## src/rtl/sort_feeder_pkg.sv

```systemverilog
// Shared constants for the sorter feeder: batch size, sorter latency and fill-count encoding.
// out_data packing: element i occupies bits [i*W +: W], so s0 (smallest) sits at the LSBs.
package sort_feeder_pkg;
  localparam int SORT_N       = 4;
  localparam int SORT_LATENCY = 3;
  localparam int CNT_BITS     = $clog2(SORT_N + 1);
  localparam logic [CNT_BITS-1:0] FULL_CNT = CNT_BITS'(SORT_N);
endpackage

```

## src/rtl/feeder_stage_buf.sv

```systemverilog
// Four-slot staging buffer: accepts serial elements in arrival order and reports when full.
module feeder_stage_buf
  import sort_feeder_pkg::*;
#(
  parameter int W = 4
) (
  input  logic         clock,
  input  logic         reset_n,
  input  logic         in_valid,
  output logic         in_ready,
  input  logic [W-1:0] in_data,
  input  logic         launch,
  output logic         full_next,
  output logic [W-1:0] x0,
  output logic [W-1:0] x1,
  output logic [W-1:0] x2,
  output logic [W-1:0] x3
);
  logic [CNT_BITS-1:0] count_r;
  logic [CNT_BITS-1:0] count_nxt_s;
  logic [W-1:0]        slot_r [SORT_N];
  logic                accept_s;

  // Handshake and next fill count; launch empties the buffer logically (slots keep data).
  always_comb begin
    in_ready = (count_r < FULL_CNT);
    accept_s = in_valid && in_ready;
    if (launch) begin
      count_nxt_s = '0;
    end else if (accept_s) begin
      count_nxt_s = count_r + CNT_BITS'(1);
    end else begin
      count_nxt_s = count_r;
    end
    full_next = (count_nxt_s == FULL_CNT);
  end

  // Fill count and slot storage.
  always_ff @(posedge clock or negedge reset_n) begin
    if (!reset_n) begin
      count_r <= '0;
      for (int i = 0; i < SORT_N; i++) slot_r[i] <= '0;
    end else begin
      count_r <= count_nxt_s;
      for (int i = 0; i < SORT_N; i++) begin
        if (accept_s && (count_r == CNT_BITS'(i))) slot_r[i] <= in_data;
      end
    end
  end

  assign x0 = slot_r[0];
  assign x1 = slot_r[1];
  assign x2 = slot_r[2];
  assign x3 = slot_r[3];
endmodule

```

## src/rtl/sort_feeder.sv

```systemverilog
// Feeder around a 4-entry sorter: stages a batch, pulses the sorter's reset to launch it,
// captures the sorted result on done and offers it on a valid/ready output.
module sort_feeder
  import sort_feeder_pkg::*;
#(
  parameter int W     = 4,
  parameter int CNT_W = 8
) (
  input  logic              clock,
  input  logic              reset_n,
  input  logic              in_valid,
  output logic              in_ready,
  input  logic [W-1:0]      in_data,
  output logic [W-1:0]      sort_x0,
  output logic [W-1:0]      sort_x1,
  output logic [W-1:0]      sort_x2,
  output logic [W-1:0]      sort_x3,
  output logic              sort_start,
  input  logic [W-1:0]      sort_s0,
  input  logic [W-1:0]      sort_s1,
  input  logic [W-1:0]      sort_s2,
  input  logic [W-1:0]      sort_s3,
  input  logic              sort_done,
  output logic              out_valid,
  input  logic              out_ready,
  output logic [SORT_N*W-1:0] out_data,
  output logic [CNT_W-1:0]  batch_count
);
  logic                busy_r;
  logic                busy_nxt_s;
  logic                sort_start_r;
  logic                start_nxt_s;
  logic                full_next_s;
  logic                capture_s;
  logic                deliver_s;
  logic                out_valid_r;
  logic [SORT_N*W-1:0] out_data_r;
  logic [CNT_W-1:0]    batch_count_r;

  feeder_stage_buf #(.W(W)) u_stage (
    .clock     (clock),
    .reset_n   (reset_n),
    .in_valid  (in_valid),
    .in_ready  (in_ready),
    .in_data   (in_data),
    .launch    (sort_start_r),
    .full_next (full_next_s),
    .x0        (sort_x0),
    .x1        (sort_x1),
    .x2        (sort_x2),
    .x3        (sort_x3)
  );

  // start is registered one cycle early so it is high exactly while count==4 && !busy.
  always_comb begin
    capture_s = busy_r && sort_done && (!out_valid_r || out_ready);
    deliver_s = out_valid_r && out_ready;
    if (sort_start_r) begin
      busy_nxt_s = 1'b1;
    end else if (capture_s) begin
      busy_nxt_s = 1'b0;
    end else begin
      busy_nxt_s = busy_r;
    end
    start_nxt_s = full_next_s && !busy_nxt_s;
  end

  // Launch/busy tracking, result register and delivered-batch counter.
  always_ff @(posedge clock or negedge reset_n) begin
    if (!reset_n) begin
      busy_r        <= 1'b0;
      sort_start_r  <= 1'b0;
      out_valid_r   <= 1'b0;
      out_data_r    <= '0;
      batch_count_r <= '0;
    end else begin
      busy_r       <= busy_nxt_s;
      sort_start_r <= start_nxt_s;
      if (capture_s) begin
        out_data_r  <= {sort_s3, sort_s2, sort_s1, sort_s0};
        out_valid_r <= 1'b1;
      end else if (deliver_s) begin
        out_valid_r <= 1'b0;
      end
      if (deliver_s) batch_count_r <= batch_count_r + CNT_W'(1);
    end
  end

  assign sort_start  = sort_start_r;
  assign out_valid   = out_valid_r;
  assign out_data    = out_data_r;
  assign batch_count = batch_count_r;
endmodule

```

## config.mk

```make
export PLATFORM = sky130hd
export DESIGN_NAME = sort_feeder
export DESIGN_NICKNAME = d
export VERILOG_FILES = /design/src/rtl/sort_feeder_pkg.sv /design/src/rtl/feeder_stage_buf.sv /design/src/rtl/sort_feeder.sv
export SDC_FILE = /design/constraint.sdc
export NUM_CORES = 1
export LEC_CHECK = 0
export ABC_AREA = 1
export CAP_MARGIN = 10
export CELL_PAD_IN_SITES_DETAIL_PLACEMENT = 0
export CELL_PAD_IN_SITES_GLOBAL_PLACEMENT = 1
export CORE_UTILIZATION = 35
export DETAILED_ROUTE_END_ITERATION = 12
export PLACE_DENSITY_LB_ADDON = 0.05
export SLEW_MARGIN = 20
export SYNTH_ARGS = -nofsm -noshare
export SYNTH_HDL_FRONTEND = slang
export SYNTH_HIERARCHICAL = 1
export SYNTH_SLANG_ARGS = --single-unit
```

## constraint.sdc

```tcl
create_clock -name clock -period 3.22 [get_ports clock]
set_input_delay 0.644 -clock clock [delete_from_list [all_inputs] [get_ports clock]]
set_output_delay 0.644 -clock clock [all_outputs]
set_load 0.01 [all_outputs]
```

==> summary.md, run 1 <==
| Metric | Value |
|---|---|
| Outcome | finished clean |
| Worst path slowest cell | clkdlybuf4s50_1 |
| Max_cap viols | 0 |
| Syn Inst Count | 216 |
| Initial core utilization | 0.362 |
| GRT Overall Usage | 0.147 |
| Met3 WL | 181 um |
| Clock sink total | 46 |
| Core area | 5510 um^2 |
| Power Density | 599 nW/um^2 |
| # resized after CTS | 0 |
| Post-synth cell types | 21 |
| Fin Clk Skew | 0.00642 ns |
| Met1 WL | 1940 um |
| Largest family of logic cells by synthesized area | simple AND/OR/NAND/NOR gates |
| Avg Cell Area, Syn | 9.23 um^2 |
| Die Y-Extent | 77.5 um |
| Peak supply drop | 288 uV |
| Delay-heaviest family, CP | buffers and inverters |
| Max Used Layer | met4 |
| Row cnt | 27 |
| Rel. slew slack | 0.609 |
| Share of layout cells above drive strength 1 | 0.0903 |
| Post-synthesis adder-cell area fraction | 0.0376 |
| Final Hold Viols | 0 |
| Mux contribution to synthesized area | 0.00565 |
| Final Instance Area | 2840 um^2 |
| Full die area | 6000 um^2 |
| Total congestion overflow | 0 |
| Sequential-to-total area share from yosys stat | 0.577 |
| First-pass GRT wire length | 6850 um |
| Startpoint Class | register |
| Post-synthesis xor/xnor area fraction | 0.0132 |
| Simple-gate area share of the yosys netlist | 0.186 |
| Via Count | 1556 |
| Final net count | 318 |
| # diodes | 0 |
| Measured slew at the worst slew-check pin | 0.586 ns |
| Maximum clock rate | 506 MHz |
| Number of global-route vias before repair | 1474 |
| Post-synthesis compound-gate area fraction | 0.0872 |
| Commonest non-fill, non-tap cell in the layout | clkdlybuf4s50_1 |
| Die Wd | 77.5 um |
| Worst Setup End Kind | output pin |
| Wirelength, routed | 4050 um |
| Initial antenna violation count | 0 |
| Hold_buf cts | 0 |
| Final setup violation count | 0 |
| CTS root buffer | clkbuf_8 |
| Area of the mapped netlist | 1990 um^2 |
| #FFs+latches synth | 46 |
| Final worst path period share | 0.614 |
| H-tree depth | 2 |
| DR pass1 iterations | 4 |
| Via/cell ratio | 4.32 |
| Post-route ant nets | 0 |
| RSZ-0062 raised after global routing | false |
| Pint | 1.22 mW |
| Critical path arrival | 1.33 ns |
| Setup bufs post-CTS | 0 |
| CTS tree | done |
| Worst min-delay path class | primary input to asynchronous set/reset pin |
| Most frequent cells in the layout | clkdlybuf4s50_1 (66), nand2_1 (54), dfrtp_1 (46) |
| Routed wire length per instance | 11.2 um |
| Post-synthesis net count | 247 |
| Placed cell areas | 2720 um^2 |
| Clock power share | 0.253 |
| Minimum clock period | 1.98 ns |
| Longest Clk Path Bufs | 2 |
| DR iter-0 viols | 60 |
| Reg power frac | 0.460 |
| Sw frac | 0.285 |
| GPL Wtd Cong | 0.730 |
| P_sw | 0.486 mW |
| Ys Warns | 6 |
| Critical path buffer and inverter count | 1 |
| Comb power frac | 0.287 |
| Largest net degree at the start of global routing | 47 |
| I/O Buffers | 67 |
| Worst-path cell chain | clkdlybuf4s50_1 |
| Num CTS Buffers | 5 |
| Clock transition at path regs | 0.09 ns |
| Worst-skew pair later-pin latency | 0.30 ns |
| Remaining DRCs | 0 |
| Max incr delay on CP | 0.58 ns |
| Setup TNS | 0 ns |
| WS Path Type | register to output pin |
| Area growth syn-to-layout | 42.3% |
| Lkg Pwr | 1.39 nW |
| CP Max Fanout | 5 |
| Final slew viol count | 0 |
| Met2 wire len | 1880 um |
| HPWL after DPL | 2900 um |
| IO Count | 68 |
| Critical Path RT | 2.58 ns |
[synth_stat cells (all sizes together)]
cell,n,area [um^2]
o21ai,32,160
mux2,1,11.3
buf,3,27.5
nand2,61,256
ha,6,75.1
nand4,1,6.26
nor2,12,55.1
dfrtp,46,1150
xor2,2,17.5
a21oi,2,13.8
xnor2,1,8.76
inv,40,150
nand3,8,52.6
clkinv,1,8.76
[path summary, 6_finish.rpt]
check / startpoint / to / slack [ns] / cells after the start
setup reg to reg: u_stage/count_r[0]$_DFF_PN0_ / sort_start$_DFF_PN0_ / 1.74 / 9
max in group asynchronous: reset_n / batch_count[5]$_DFFE_PN0P_ / 2.48 / 1
setup / recovery: sort_start$_DFF_PN0_ / sort_start / 1.24 / 1
hold reg to reg: out_data[15]$_DFFE_PN0P_ / out_data[15]$_DFFE_PN0P_ / 0.49 / 2
hold / removal: reset_n / batch_count[3]$_DFFE_PN0P_ / 0.34 / 1
min in group clock: out_data[15]$_DFFE_PN0P_ / out_data[15]$_DFFE_PN0P_ / 0.49 / 2
[cells by family (layout without fill, tap and decap cells)]
family	after synthesis	count (layout)
AND/OR/NAND/NOR	82	82
AO/OA/AOI/OAI	34	34
XOR/XNOR	3	3
adder cells (fa/ha/maj)	6	6
buffers and inverters	44	116
multiplexers	1	1
flip-flops	46	46
[sequential cells by signal (all words and copies together), names as in the netlist, 3 cells and up]
name             flops
batch_count          8
out_data            16
u_stage/count_r      3
u_stage/x0           4
u_stage/x1           4
u_stage/x2           4
u_stage/x3           4
[routing by layer]
layer,vias to the layer above,global-route usage
li1,807,-
met1,704,0.190
met2,38,0.235
met3,7,0.0388
met4,0,0.0566
met5,-,0
[power groups by stage]
stage / logic [mW] / clock network, mW / registers (mW)
floorplan: 0.140 / 0 / 0.843
global placement: 0.491 / 0 / 0.792
detailed placement: 0.496 / 0 / 0.795
CTS: 0.497 / 0.454 / 0.783
global route: 0.541 / 0.476 / 0.803
finish: 0.489 / 0.431 / 0.782
[final cells by class]
type                    instances  area (um^2)
fillers                       547         2670
flip-flops and latches         46         1150
repair buffers                 67          668
multi-input cells             126          657
inverters                      41          159
well taps                      72         90.1
clock buffers                   5         68.8
clock inverters                 3         45.0
[through the flow]
step	worst slack, ns	power (mW)	util	cells	hold WS [ns]
4_1_cts	1.21	1.73	0.515	360	0.500
2_1_floorplan	1.85	0.983	-	216	0.348
5_1_grt	1.18	1.82	0.516	360	0.384
3_3_place_gp	1.23	1.28	0.494	352	0.470
6_report	1.24	1.70	0.516	360	0.337
3_5_place_dp	1.18	1.29	0.494	352	0.478
Power figures use the tool's default switching activity.
==> run 2, diff against run 1 <==
- CORE_UTILIZATION: 35 -> 30
- clock period: 3.22 -> 1.7 ns (I/O delays scaled with it)
==> run 2 against run 1 <==
Net effect:
- final cell count is 2.5% higher
- register-to-register slack got worse by 1.5 ns
- final area up 1.4%
- clock power increased by 46%
- worst hold slack gained 0.15 ns
- sequential share of layout area fell by 0.43 points
- power grew 80%
- combinational power grew 94%
- via count shrank 0.45%
- core utilization is 6.5 points lower
- largest power group unchanged
==> summary.md, run 2 (synthesis results as in run 1) <==
| Metric | Value |
|---|---|
| Critical path buffer and inverter count | 1 |
| Share of layout cells above drive strength 1 | 0.110 |
| Worst-skew pair later-pin latency | 0.29 ns |
| Final slew viol count | 0 |
| Initial core utilization | 0.312 |
| Longest Clk Path Bufs | 2 |
| Setup TNS | 0 ns |
| Worst path slowest cell | clkdlybuf4s50_1 |
| HPWL after DPL | 3150 um |
| Max incr delay on CP | 0.56 ns |
| Critical Path RT | 1.36 ns |
| Post-route ant nets | 0 |
| Power Density | 1060 nW/um^2 |
| Peak supply drop | 493 uV |
| Core area | 6390 um^2 |
| CTS root buffer | clkbuf_8 |
| Num CTS Buffers | 5 |
| Worst min-delay path class | primary input to asynchronous set/reset pin |
| Crit Reg-Reg Startpoint | u_stage/count_r[0]$_DFF_PN0_ |
| Final Hold Viols | 0 |
| IO Count | 68 |
| Lkg Pwr | 1.43 nW |
| Max_cap viols | 0 |
| Met3 WL | 222 um |
| Outcome | finished clean |
| Worst Setup End Kind | output pin |
| GRT Overall Usage | 0.128 |
| Number of global-route vias before repair | 1438 |
| Remaining DRCs | 0 |
| Area of the multi-input gates | 657 um^2 |
| Sw frac | 0.295 |
| Worst-path cell chain | clkdlybuf4s50_1 |
| Minimum clock period | 1.62 ns |
| Final worst path period share | 0.956 |
| Most frequent cells in the layout | clkdlybuf4s50_1 (65), nand2_1 (54), dfrtp_1 (43) |
| Comb power frac | 0.309 |
| Final worst slack | 0.0754 ns |
| Final setup violation count | 0 |
| Final net count | 323 |
| Clock transition at path regs | 0.08 ns |
| # diodes | 0 |
| WS Path Type | register to output pin |
| Maximum clock rate | 616 MHz |
| Measured slew at the worst slew-check pin | 0.364 ns |
| I/O Buffers | 67 |
| Clock sink total | 46 |
| Routed wire length per instance | 11.4 um |
| Placed insts | 361 |
| First-pass GRT wire length | 7000 um |
| Met1 WL | 1920 um |
| Via/cell ratio | 4.20 |
| Reg power frac | 0.485 |
| Critical path arrival | 1.28 ns |
| Pre-CTS WS | 0.109 ns |
| Power, Total | 3.07 mW |
| Initial antenna violation count | 0 |
| P_sw | 0.905 mW |
| Full die area | 6980 um^2 |
| DR iter-0 viols | 51 |
| Wirelength, routed | 4230 um |
| Delay-heaviest family, CP | buffers and inverters |
| Die Wd | 83.5 um |
| Fin Clk Skew | 0.00478 ns |
| GPL Wtd Cong | 0.705 |
| Fillers | 636 |
| Die Y-Extent | 83.5 um |
| Largest net degree at the start of global routing | 33 |
| Worst Setup SP | batch_count[2]$_DFFE_PN0P_ |
| RSZ-0062 raised after global routing | false |
| Number of flip-flops in the largest register | 16 |
| Area growth syn-to-layout | 44.4% |
| CP Max Fanout | 5 |
| Pint | 2.16 mW |
| Startpoint Class | register |
| Commonest non-fill, non-tap cell in the layout | clkdlybuf4s50_1 |
| DR pass1 iterations | 5 |
| Total congestion overflow | 0 |
| Max Used Layer | met4 |
| Row cnt | 29 |
| Via Count | 1549 |
| Non-Filler Instances | 369 |
| Met2 wire len | 2060 um |
| H-tree depth | 2 |
| Sequential cell area | 1150 um^2 |
| Rel. slew slack | 0.758 |
| CTS tree | done |
| Clock power share | 0.206 |
[run 2: changes by cell type in the layout (fill, tap and decap cells not counted), sizes merged]
cell,delta
clkdlybuf4s50,-1
clkinv,+2
clkinvlp,-2
dlymetal6s2s,+1
buf,+4
bufinv,-1
dlygate4sd3,+1
[run 2: metal layers]
layer,vias to the layer above,global-route usage
met1,697,0.164
met3,2,0.0396
met4,0,0.0370
met2,40,0.209
li1,810,-
met5,-,0
[run 2: layout make-up]
type,count,area share
flip-flops and latches,46,0.401
clock inverters,2,0.00348
multi-input cells,126,0.228
inverters,41,0.0552
well taps,77,0.0335
clock buffers,5,0.0239
repair buffers,72,0.255
[run 2: power groups by stage]
stage          clock network (mW)  registers (mW)  logic, mW
3_5_place_dp                    0            1.51      0.961
6_report                    0.630            1.49      0.948
2_1_floorplan                   0            1.60      0.265
5_1_grt                     0.700            1.53       1.05
3_3_place_gp                    0            1.51      0.954
4_1_cts                     0.668            1.49      0.966
[run 2: through the flow]
| step | utilization | area [um^2] | hold slack, ns |
|---|---|---|---|
| floorplan | - | 1990 | 0.0444 |
| global placement | 0.436 | 2780 | 0.278 |
| detailed placement | 0.436 | 2780 | 0.278 |
| CTS | 0.450 | 2870 | 0.498 |
| global route | 0.451 | 2880 | 0.515 |
| finish | 0.451 | 2880 | 0.486 |
[run 2: repair_timing]
action / 4_1_cts / 5_1_grt
setup endpoints to repair: 0 / 4
gates resized for setup: 0 / 4
endpoints found under the hold margin: 14 / 0
setup buffers: 0 / 0
hold buffers: 1 / 0
[run 2: worst paths after layout]
check / endpoint / slack, ns / depth (start not counted)
max in group asynchronous: out_valid$_DFFE_PN0P_ / 0.71 / 3
min reg2reg: u_stage/x1[3]$_DFFE_PN0P_ / 0.49 / 2
min in group clock: u_stage/x1[3]$_DFFE_PN0P_ / 0.49 / 2
max reg2reg: sort_start$_DFF_PN0_ / 0.23 / 9
min: batch_count[0]$_DFFE_PN0P_ / 0.49 / 2
max: batch_count[2] / 0.08 / 1
==> RTL change: new RTL, config.mk and constraints of run 1 <==
`W` is set to 4 in 2 places; all go to 5.
--- a/src/rtl/feeder_stage_buf.sv
+++ b/src/rtl/feeder_stage_buf.sv
@@ -4,3 +4,3 @@
 #(
-  parameter int W = 4
+  parameter int W = 5
 ) (
--- a/src/rtl/sort_feeder.sv
+++ b/src/rtl/sort_feeder.sv
@@ -5,3 +5,3 @@
 #(
-  parameter int W     = 4,
+  parameter int W     = 5,
   parameter int CNT_W = 8
Ports: changed (10 resized); port bits go from 68 to 81. No check against the original RTL was run, so the function may have changed too.
==> RTL change against run 1 <==
- the run now ends with design-rule violations left
- power rose by 13%
- worst setup slack got worse by 0.016 ns
- final area increased by 17%
- synthesized area up 18%
- wire length rose by 16%
- die area rose by 18%
- sequential cell count rose by 8
- utilization rose by 0.15 points
- fmax decreased by 0.80%
- critical path type unchanged
- highest routed layer unchanged
==> RTL change: results (changes against run 1) <==
Status
  – Status: complete, but fails checks
  – Failing checks: design-rule violations

Routing
  – Drt first pass iters: 8 (+4)
  – Initial DRC count: 66 (+10%)
  – Vias per Instance: 4.35 (+0.57%)
  – Routed wire length: 4700 um (+16%)
  – Drt drc: 9 (+9)

Timing
  – Clock Skew: 0.00501 ns (-0.00142 ns)
  – Fin Hold WS: 0.457 ns (+0.120 ns)
  – Worst slew pin tran: 0.883 ns (+0.297 ns)

Pwr
  – Leakage power: 0.00164 uW (+18%)
  – Maximum VDD drop: 0.000292 V (+1.6%)

Finish
  – N_diodes: 0 (unchanged)
  – Max reg flops: 20 (+4)
  – Fraction of layout cells with a size suffix above 1: 14.8% (+5.8 points)
  – Nets: 353 (+11%)
  – Non-filler cells, final: 395 (+9.7%)
  – Fill count: 613 (+12%)

Global routing
  – Tot GR Track Use: 14.0% (-0.71 points)
  – Initial antenna violation count: 0 (unchanged)
  – Largest net degree at the start of global routing: 43 (-8.5%)
  – Global-route wire length before repair: 7740 um (+13%)
  – Number of global-route vias before repair: 1603 (+8.8%)

Critical path
  – Critical Path AT: 1.35 ns (+0.02 ns)
  – Worst reg2reg setup slack: 1.72 ns (-0.02 ns)
  – CP max stage delay: 0.56 ns (-0.02 ns)

Yosys
  – Post-synthesis cell type count: 20 (-4.8%)
  – Top cells by area, synth: dfrtp_1 (57%), nand2_1 (10%), o21ai_2 (7.8%)
  – Mean Syn Cell Area: 10.1 um2 (+9.5%)
  – Syn nets: 269 (+8.9%)
  – Synth top cells by count: nand2_1 (64), dfrtp_1 (54), inv_1 (35)
  – Sequential-to-total area share from yosys stat: 57.4% (-0.36 points)

Clock network
  – Clock tree buffer depth: 2 (unchanged)
  – Gates resized, CTS repair: 0 (unchanged)

Place
  – Post-DP HPWL: 3380 um (+16%)
  – Dpl cells: 387 (+9.9%)
  – Final GP Congestion: 0.677 (-7.2%)
## RTL change: cell types whose count changed in the layout (fill, tap and decap cells not counted), moves of 4 or more
cell             delta
o21ai_1            -13
o21ai_2            +21
nand2_2             -4
nand2_1            +10
dfrtp_1             +8
nor2_1              -4
clkdlybuf4s50_1    +13
## RTL change: logic make-up after synthesis
| logic type | share of synthesized area, % |
|---|---|
| flops | 57.4 |
| buf+inv | 8.50 |
| xor+xnor | 1.49 |
| compound gates | 12.2 |
| simple gates | 16.8 |
| mux | 0.478 |
| fa+ha+maj | 3.19 |
## RTL change: worst max-delay path by stage
stage                  startpoint          to  slack (ns)
2_1_floorplan  u_stage/count_r[0]  sort_start        1.85
3_3_place_gp            out_ready  sort_start        1.05
3_5_place_dp            out_ready  sort_start        1.02
4_1_cts        u_stage/count_r[2]    in_ready        1.20
5_1_grt        u_stage/count_r[2]    in_ready        1.15
6_report       u_stage/count_r[2]    in_ready        1.23
## RTL change: cell type report
type	count	area, um2	share of cell area (%)
clock buffer	8	110	3.32
inverter	38	155	4.67
multi-input combinational	137	805	24.2
sequential	54	1350	40.7
tap	77	96.3	2.90
timing repair buffer	81	803	24.2
## RTL change: power breakdown
part           switching (uW)  internal, uW
clock network             208           217
registers                91.1           814
logic                     237           353
## RTL change: per-layer routing
layer  wire length (um)  track usage, %  vias to the layer above
met5                  0               0                        -
met4                 38            5.17                        0
met3                209            3.46                        2
met2               2220            22.4                       36
met1               2230            18.4                      795
li1                   -               -                      884
## RTL change: per-stage QoR
stage	utilization, %	worst slack (ns)	area, um2
floorplan	-	1.85	2360
global placement	50.0	1.05	3210
detailed placement	50.0	1.02	3210
CTS	51.7	1.20	3320
global route	51.7	1.15	3320
finish	51.7	1.23	3320
